==> config.mk <==
export PLATFORM = sky130hd
export DESIGN_NAME = reboot_request_ctrl
export DESIGN_NICKNAME = d
export VERILOG_FILES = /design/src/rtl/multiboot_pkg.sv /design/src/rtl/slot_addr_calc.sv /design/src/rtl/reboot_request_ctrl.sv
export SDC_FILE = /design/constraint.sdc
export NUM_CORES = 1
export LEC_CHECK = 0
export CAP_MARGIN = 20
export CORE_MARGIN = 3
export CORE_UTILIZATION = 35
export DETAILED_ROUTE_END_ITERATION = 8
export DONT_BUFFER_PORTS = 1
export GPL_ROUTABILITY_DRIVEN = 0
export GPL_TIMING_DRIVEN = 0
export PLACE_DENSITY = 0.62
export SLEW_MARGIN = 20
export SYNTH_ARGS = -nofsm -noshare
export SYNTH_HDL_FRONTEND = slang
export SYNTH_HIERARCHICAL = 1
export SYNTH_SLANG_ARGS = --single-unit
export TNS_END_PERCENT = 100
==> constraint.sdc <==
create_clock -name CLK -period 1.85 [get_ports CLK]
set_input_delay 0.2775 -clock CLK [delete_from_list [all_inputs] [get_ports CLK]]
set_output_delay 0.2775 -clock CLK [all_outputs]
set_load 0.01 [all_outputs]
==> src/rtl/multiboot_pkg.sv <==
// multiboot_pkg: shared types and constants for the multiboot reboot front end
package multiboot_pkg;
  localparam int ADDR_W = 24;
  typedef logic [ADDR_W-1:0] addr_t;
  typedef enum logic [2:0] {IDLE, HOLD, SETUP, PULSE, TAIL, DONE} state_t;
  localparam addr_t STRIDE_LX25 = 24'h0B0000;
  localparam addr_t STRIDE_LX16 = 24'h098000;
  // slot * stride as shift/add; a constant stride folds this down to a few adders
  function automatic addr_t slot_offset(input logic [3:0] slot, input addr_t stride);
    slot_offset = '0;
    for (int i = 0; i < 4; i++)
      if (slot[i]) slot_offset = slot_offset + (stride << i);
  endfunction
endpackage

==> src/rtl/slot_addr_calc.sv <==
// slot_addr_calc: registered slot-to-flash-address map with slot range check
module slot_addr_calc import multiboot_pkg::*; #(
  parameter addr_t SPI_BASE = '0,
  parameter addr_t SLOT_STRIDE = STRIDE_LX25,
  parameter int NUM_SLOTS = 8
) (
  input  logic       clk,
  input  logic       rst,
  input  logic       load,
  input  logic [3:0] slot,
  output logic       in_range,
  output addr_t      addr
);
  assign in_range = {1'b0, slot} < 5'(NUM_SLOTS);
  always_ff @(posedge clk)
    if (rst) addr <= SPI_BASE;
    else if (load) addr <= SPI_BASE + slot_offset(slot, SLOT_STRIDE);
endmodule

==> src/rtl/reboot_request_ctrl.sv <==
// reboot_request_ctrl: host/key reboot request front end for the ICAP multiboot sequencer.
// Define REBOOT_KEYHOLD_EN to enable the held key-combo path (HOLD state).
module reboot_request_ctrl import multiboot_pkg::*; #(
  parameter addr_t       SPI_BASE     = '0,
  parameter addr_t       SLOT_STRIDE  = STRIDE_LX25,
  parameter int          NUM_SLOTS    = 8,
  parameter logic [23:0] HOLD_CYCLES  = 24'd5_000_000,
  parameter int          SETUP_CYCLES = 16,
  parameter int          PULSE_CYCLES = 8,
  parameter int          TAIL_CYCLES  = 8
) (
  input  logic       CLK,
  input  logic       RESET,
  input  logic       req_valid,
  input  logic [3:0] req_slot,
  output logic       req_ready,
  input  logic       key_combo,
  output addr_t      spi_addr,
  output logic       REBOOT,
  output logic       busy,
  output logic       req_err
);
  state_t      state;
  logic [15:0] cnt;
  logic        in_range, key_done, load;
  logic [3:0]  calc_slot;
`ifdef REBOOT_KEYHOLD_EN
  logic [23:0] hcnt;
  assign key_done = state == HOLD && hcnt == HOLD_CYCLES;
`else
  logic unused_key;
  assign unused_key = key_combo | (|HOLD_CYCLES);
  assign key_done = 1'b0;
`endif
  assign calc_slot = key_done ? 4'd0 : req_slot;
  assign load = key_done || (state == IDLE && req_valid && in_range);
  slot_addr_calc #(.SPI_BASE(SPI_BASE), .SLOT_STRIDE(SLOT_STRIDE), .NUM_SLOTS(NUM_SLOTS)) u_calc (
    .clk(CLK), .rst(RESET), .load(load), .slot(calc_slot), .in_range(in_range), .addr(spi_addr)
  );
  always_ff @(posedge CLK) begin
    if (RESET) begin
      state <= IDLE;
      cnt <= '0;
      REBOOT <= 1'b0;
      busy <= 1'b0;
      req_ready <= 1'b1;
      req_err <= 1'b0;
`ifdef REBOOT_KEYHOLD_EN
      hcnt <= '0;
`endif
    end else begin
      req_err <= 1'b0;
      case (state)
        IDLE:
          if (req_valid && in_range) begin
            state <= SETUP;
            cnt <= '0;
            busy <= 1'b1;
            req_ready <= 1'b0;
          end else if (req_valid) req_err <= 1'b1;
`ifdef REBOOT_KEYHOLD_EN
          else if (key_combo) begin
            state <= HOLD;
            hcnt <= 24'd1;
            busy <= 1'b1;
            req_ready <= 1'b0;
          end
        HOLD:
          if (key_done) begin
            state <= SETUP;
            cnt <= '0;
            hcnt <= '0;
          end else if (!key_combo) begin
            state <= IDLE;
            hcnt <= '0;
            busy <= 1'b0;
            req_ready <= 1'b1;
          end else hcnt <= hcnt + 24'd1;
`endif
        SETUP:
          if (cnt == 16'(SETUP_CYCLES)) begin
            state <= PULSE;
            REBOOT <= 1'b1;
            cnt <= 16'd1;
          end else cnt <= cnt + 16'd1;
        PULSE:
          if (cnt == 16'(PULSE_CYCLES)) begin
            state <= TAIL;
            REBOOT <= 1'b0;
            cnt <= 16'd1;
          end else cnt <= cnt + 16'd1;
        TAIL:
          if (cnt == 16'(TAIL_CYCLES)) state <= DONE;
          else cnt <= cnt + 16'd1;
        default: ;
      endcase
    end
  end
endmodule

==> impl_results.md <==
* Worst-margin pin slew at 0.501 ns
* Sequential element share of the synthesized area at 0.312
* DRC Markers at 0
* CP Launch Type: flip-flop
* Total detailed-routing wirelength at 4440 um
* Mapped Cells at 233
* Predominant post-synthesis flop cell: sky130_fd_sc_hd__dfxtp_1
* Max frequency at 538 MHz
* R2R Setup Slk at -0.009 ns
* Post-synth EDFFs at 0
* N_diodes at 0
* Clk Latency, worst-skew pair at 0.28 ns
* Clock-pin slew reported for the worst setup and hold paths after clock tree synthesis at 0.06 ns
* TritonCTS clock tree: yes
* Final worst slack at -0.00891 ns
* Grt ovf at 0
* Clock Skew at 0.00352 ns
* Clk sinks at 31
* Average cell area after synthesis at 8.54 sq um
* First drt pass iteration count at 4
* Largest net degree at the start of global routing at 11
* Row count at 26
* Boundary pin count at 36
* Via count of the first global-routing pass at 1554
* Max-cap viol count at 0
* Async S/R FF share, synth at 0
* Number of library cell types mapped by synthesis at 64
* Number of synthesized register bits at 31
* Worst setup path category: flip-flop to flip-flop
* CTS Buffer Depth at 2
* Setup_tns at -0.00891 ns
* Violated checks: negative setup slack
* Number of warnings printed during yosys synthesis at 6
* Crit share post-route at 1.00
* Total clock buffers created by CTS at 5
* Area delta synth->final at 22.2%
* Relative slew slack at 0.666
* End of the worst register-to-register path: cnt[14]$_SDFFE_PP0P_
* Die span in x at 81.4 um
* Layout net count at 286
* Area inside the core boundary at 0.00530 sq mm
* Overall die height at 81.4 um
* Max rail drop VDD at 0.259 mV
* Antenna violations before repair at 0
* Full die area at 0.00663 sq mm
* Hold Path End: u_calc/addr[16]$_SDFFE_PP0P_
* Outcome: finished, violations left
* Final core utilization at 0.459
* Max-slew violation total from the final report at 0
* Detailed Route Iter0 Violations at 70
* Hold WS at 0.169 ns
* Port Buffer Count at 0
* Total half-perimeter wirelength after legalization and detailed placement at 3100 um
* Arrival @ worst endpoint at 2.04 ns
* Number of cells on the worst hold path at 2
* Clock period minus worst slack at 1.86 ns
* RSZ-0062 raised after global routing: true
* Post-route antenna net violation count at 0
* Via density at 5.03
* CP max FO at 5
* Cell area power density at 657 mW/mm^2
* Reg2reg start: cnt[0]$_SDFFE_PP0P_
* Via count at 1705
* Count of final setup violators at 1
* Post-Synthesis Cell Area at 0.00199 sq mm
* Launch instance of the worst min-delay path: req_slot[0]
* Lkg Pwr at 0.000975 uW
* Crit end category: flip-flop
* Min-Delay Path Class: input port to flip-flop
* First-pass GRT wire length at 7450 um
* Cell count of the worst reg-to-reg path at 9
* Total global routing track utilization at 0.142
* Final Hold Fails at 0
* Count of H-tree levels built during CTS at 2
* Starting density of the core at 0.375
* Master cell of the clock root buffer: sky130_fd_sc_hd__clkbuf_8
* Data required time of the critical path at 2.03 ns
* Fraction of layout instances using a drive strength above 1 at 0.268
* Average routed wire per standard cell at 13.1 um
cell usage in the layout (no fill, tap or decap), types with 5 or more instances in the layout:
master	n
sky130_fd_sc_hd__conb_1	16
sky130_fd_sc_hd__nand2_1	15
sky130_fd_sc_hd__dfxtp_1	28
sky130_fd_sc_hd__or3_1	9
sky130_fd_sc_hd__nor2_1	19
sky130_fd_sc_hd__a21oi_1	10
sky130_fd_sc_hd__ha_1	7
sky130_fd_sc_hd__clkbuf_8	5
sky130_fd_sc_hd__buf_4	29
sky130_fd_sc_hd__o21ai_0	12
sky130_fd_sc_hd__inv_1	8
registers in the layout, indices dropped and copies added, names as in the netlist:
signal,cells
u_calc/addr,8
req_ready,1
cnt,16
busy,1
REBOOT,1
state,3
req_err,1
cells by family after synthesis:
family,synth area share
AOI/OAI and AO/OA,0.223
xor gates and xnor gates,0.0390
adders and majority gates,0.0503
buffers and inverters,0.0993
DFF,0.312
muxes,0.0151
other,0.00188
and+or+nand+nor,0.260
through the flow:
stage                     setup WS [ns]  total power, uW  cell area [sq um]  std cells
after floorplan                  0.0994              978               2050        248
after global placement           -0.206             1030               2140        318
after detailed placement         -0.226             1030               2140        318
final                          -0.00891             1600               2430        339
after CTS                        0.0119             1570               2310        330
after global routing            -0.0908             1690               2430        339
final cells by class:
| type | count | area [sq um] |
|---|---|---|
| Fill cell | 524 | 2870 |
| Sequential cell | 31 | 629 |
| Clock buffer | 6 | 72.6 |
| Buffer | 24 | 168 |
| Tap cell | 70 | 87.6 |
| Multi-Input combinational cell | 183 | 1300 |
| Inverter | 10 | 42.5 |
| Timing Repair Buffer | 15 | 133 |
synth_stat cells (all sizes together), types with 3 or more instances:
library cell	n	area share
nor3	5	0.013
nor2	20	0.038
a21oi	14	0.039
a21o	3	0.011
a211oi	3	0.011
a221oi	3	0.016
nand3	4	0.010
nand2b	4	0.013
dfxtp	31	0.31
nor2b	3	0.0094
xnor2	5	0.026
nor3b	3	0.011
inv	10	0.019
mux2i	3	0.015
a31oi	3	0.0094
nand4	5	0.019
buf	20	0.073
or3	9	0.028
clkbuf	4	0.0075
xor2	3	0.013
ha	8	0.050
nand2	17	0.036
o21ai	14	0.041
repair_timing:
action                                  in CTS  in global routing
gates resized for setup                      6                 23
endpoints found under the setup margin      25                 25
buffers inserted                             6                  8
gates cloned                                 0                  1
pin swaps                                    5                  8
hold buffers                                 0                  0
power by group:
group	total (uW)	internal (uW)	switching, uW	leakage (uW)
Clock	486	250	236	0.0000371
Sequential	736	696	39.3	0.000254
Combinational	376	180	195	0.000685
how the worst max path moves through the flow:
stage,slack [ns],startpoint,endpoint,depth (start not counted)
3_5_place_dp,-0.23,cnt[0]$_SDFFE_PP0P_,cnt[10]$_SDFFE_PP0P_,8
6_report,-0.009,cnt[0]$_SDFFE_PP0P_,cnt[14]$_SDFFE_PP0P_,9
5_1_grt,-0.09,cnt[0]$_SDFFE_PP0P_,cnt[14]$_SDFFE_PP0P_,9
2_1_floorplan,0.1,cnt[0]$_SDFFE_PP0P_,cnt[3]$_SDFFE_PP0P_,8
3_3_place_gp,-0.21,cnt[0]$_SDFFE_PP0P_,cnt[2]$_SDFFE_PP0P_,8
4_1_cts,0.01,cnt[1]$_SDFFE_PP0P_,cnt[15]$_SDFFE_PP0P_,7
routing by layer:
layer  GRT usage  vias up  part of all wire
met1       0.180      786              0.48
met3      0.0384        7             0.050
met4      0.0524        0             0.016
li1            -      876                 -
met5           0        -                 0
met2       0.230       36              0.46
critical path, cell delays in order, from the launching register on:
cell and delay (ns):
sky130_fd_sc_hd__dfxtp_4 0.37, sky130_fd_sc_hd__inv_4 0.06, sky130_fd_sc_hd__ha_4 0.11, sky130_fd_sc_hd__nor4b_4 0.24
sky130_fd_sc_hd__nand4_1 0.25, sky130_fd_sc_hd__o21ai_4 0.23, sky130_fd_sc_hd__buf_6 0.13, sky130_fd_sc_hd__buf_12 0.10
sky130_fd_sc_hd__a21oi_2 0.04, sky130_fd_sc_hd__a22o_1 0.20
No activity file was read; power rests on OpenSTA's default activity.
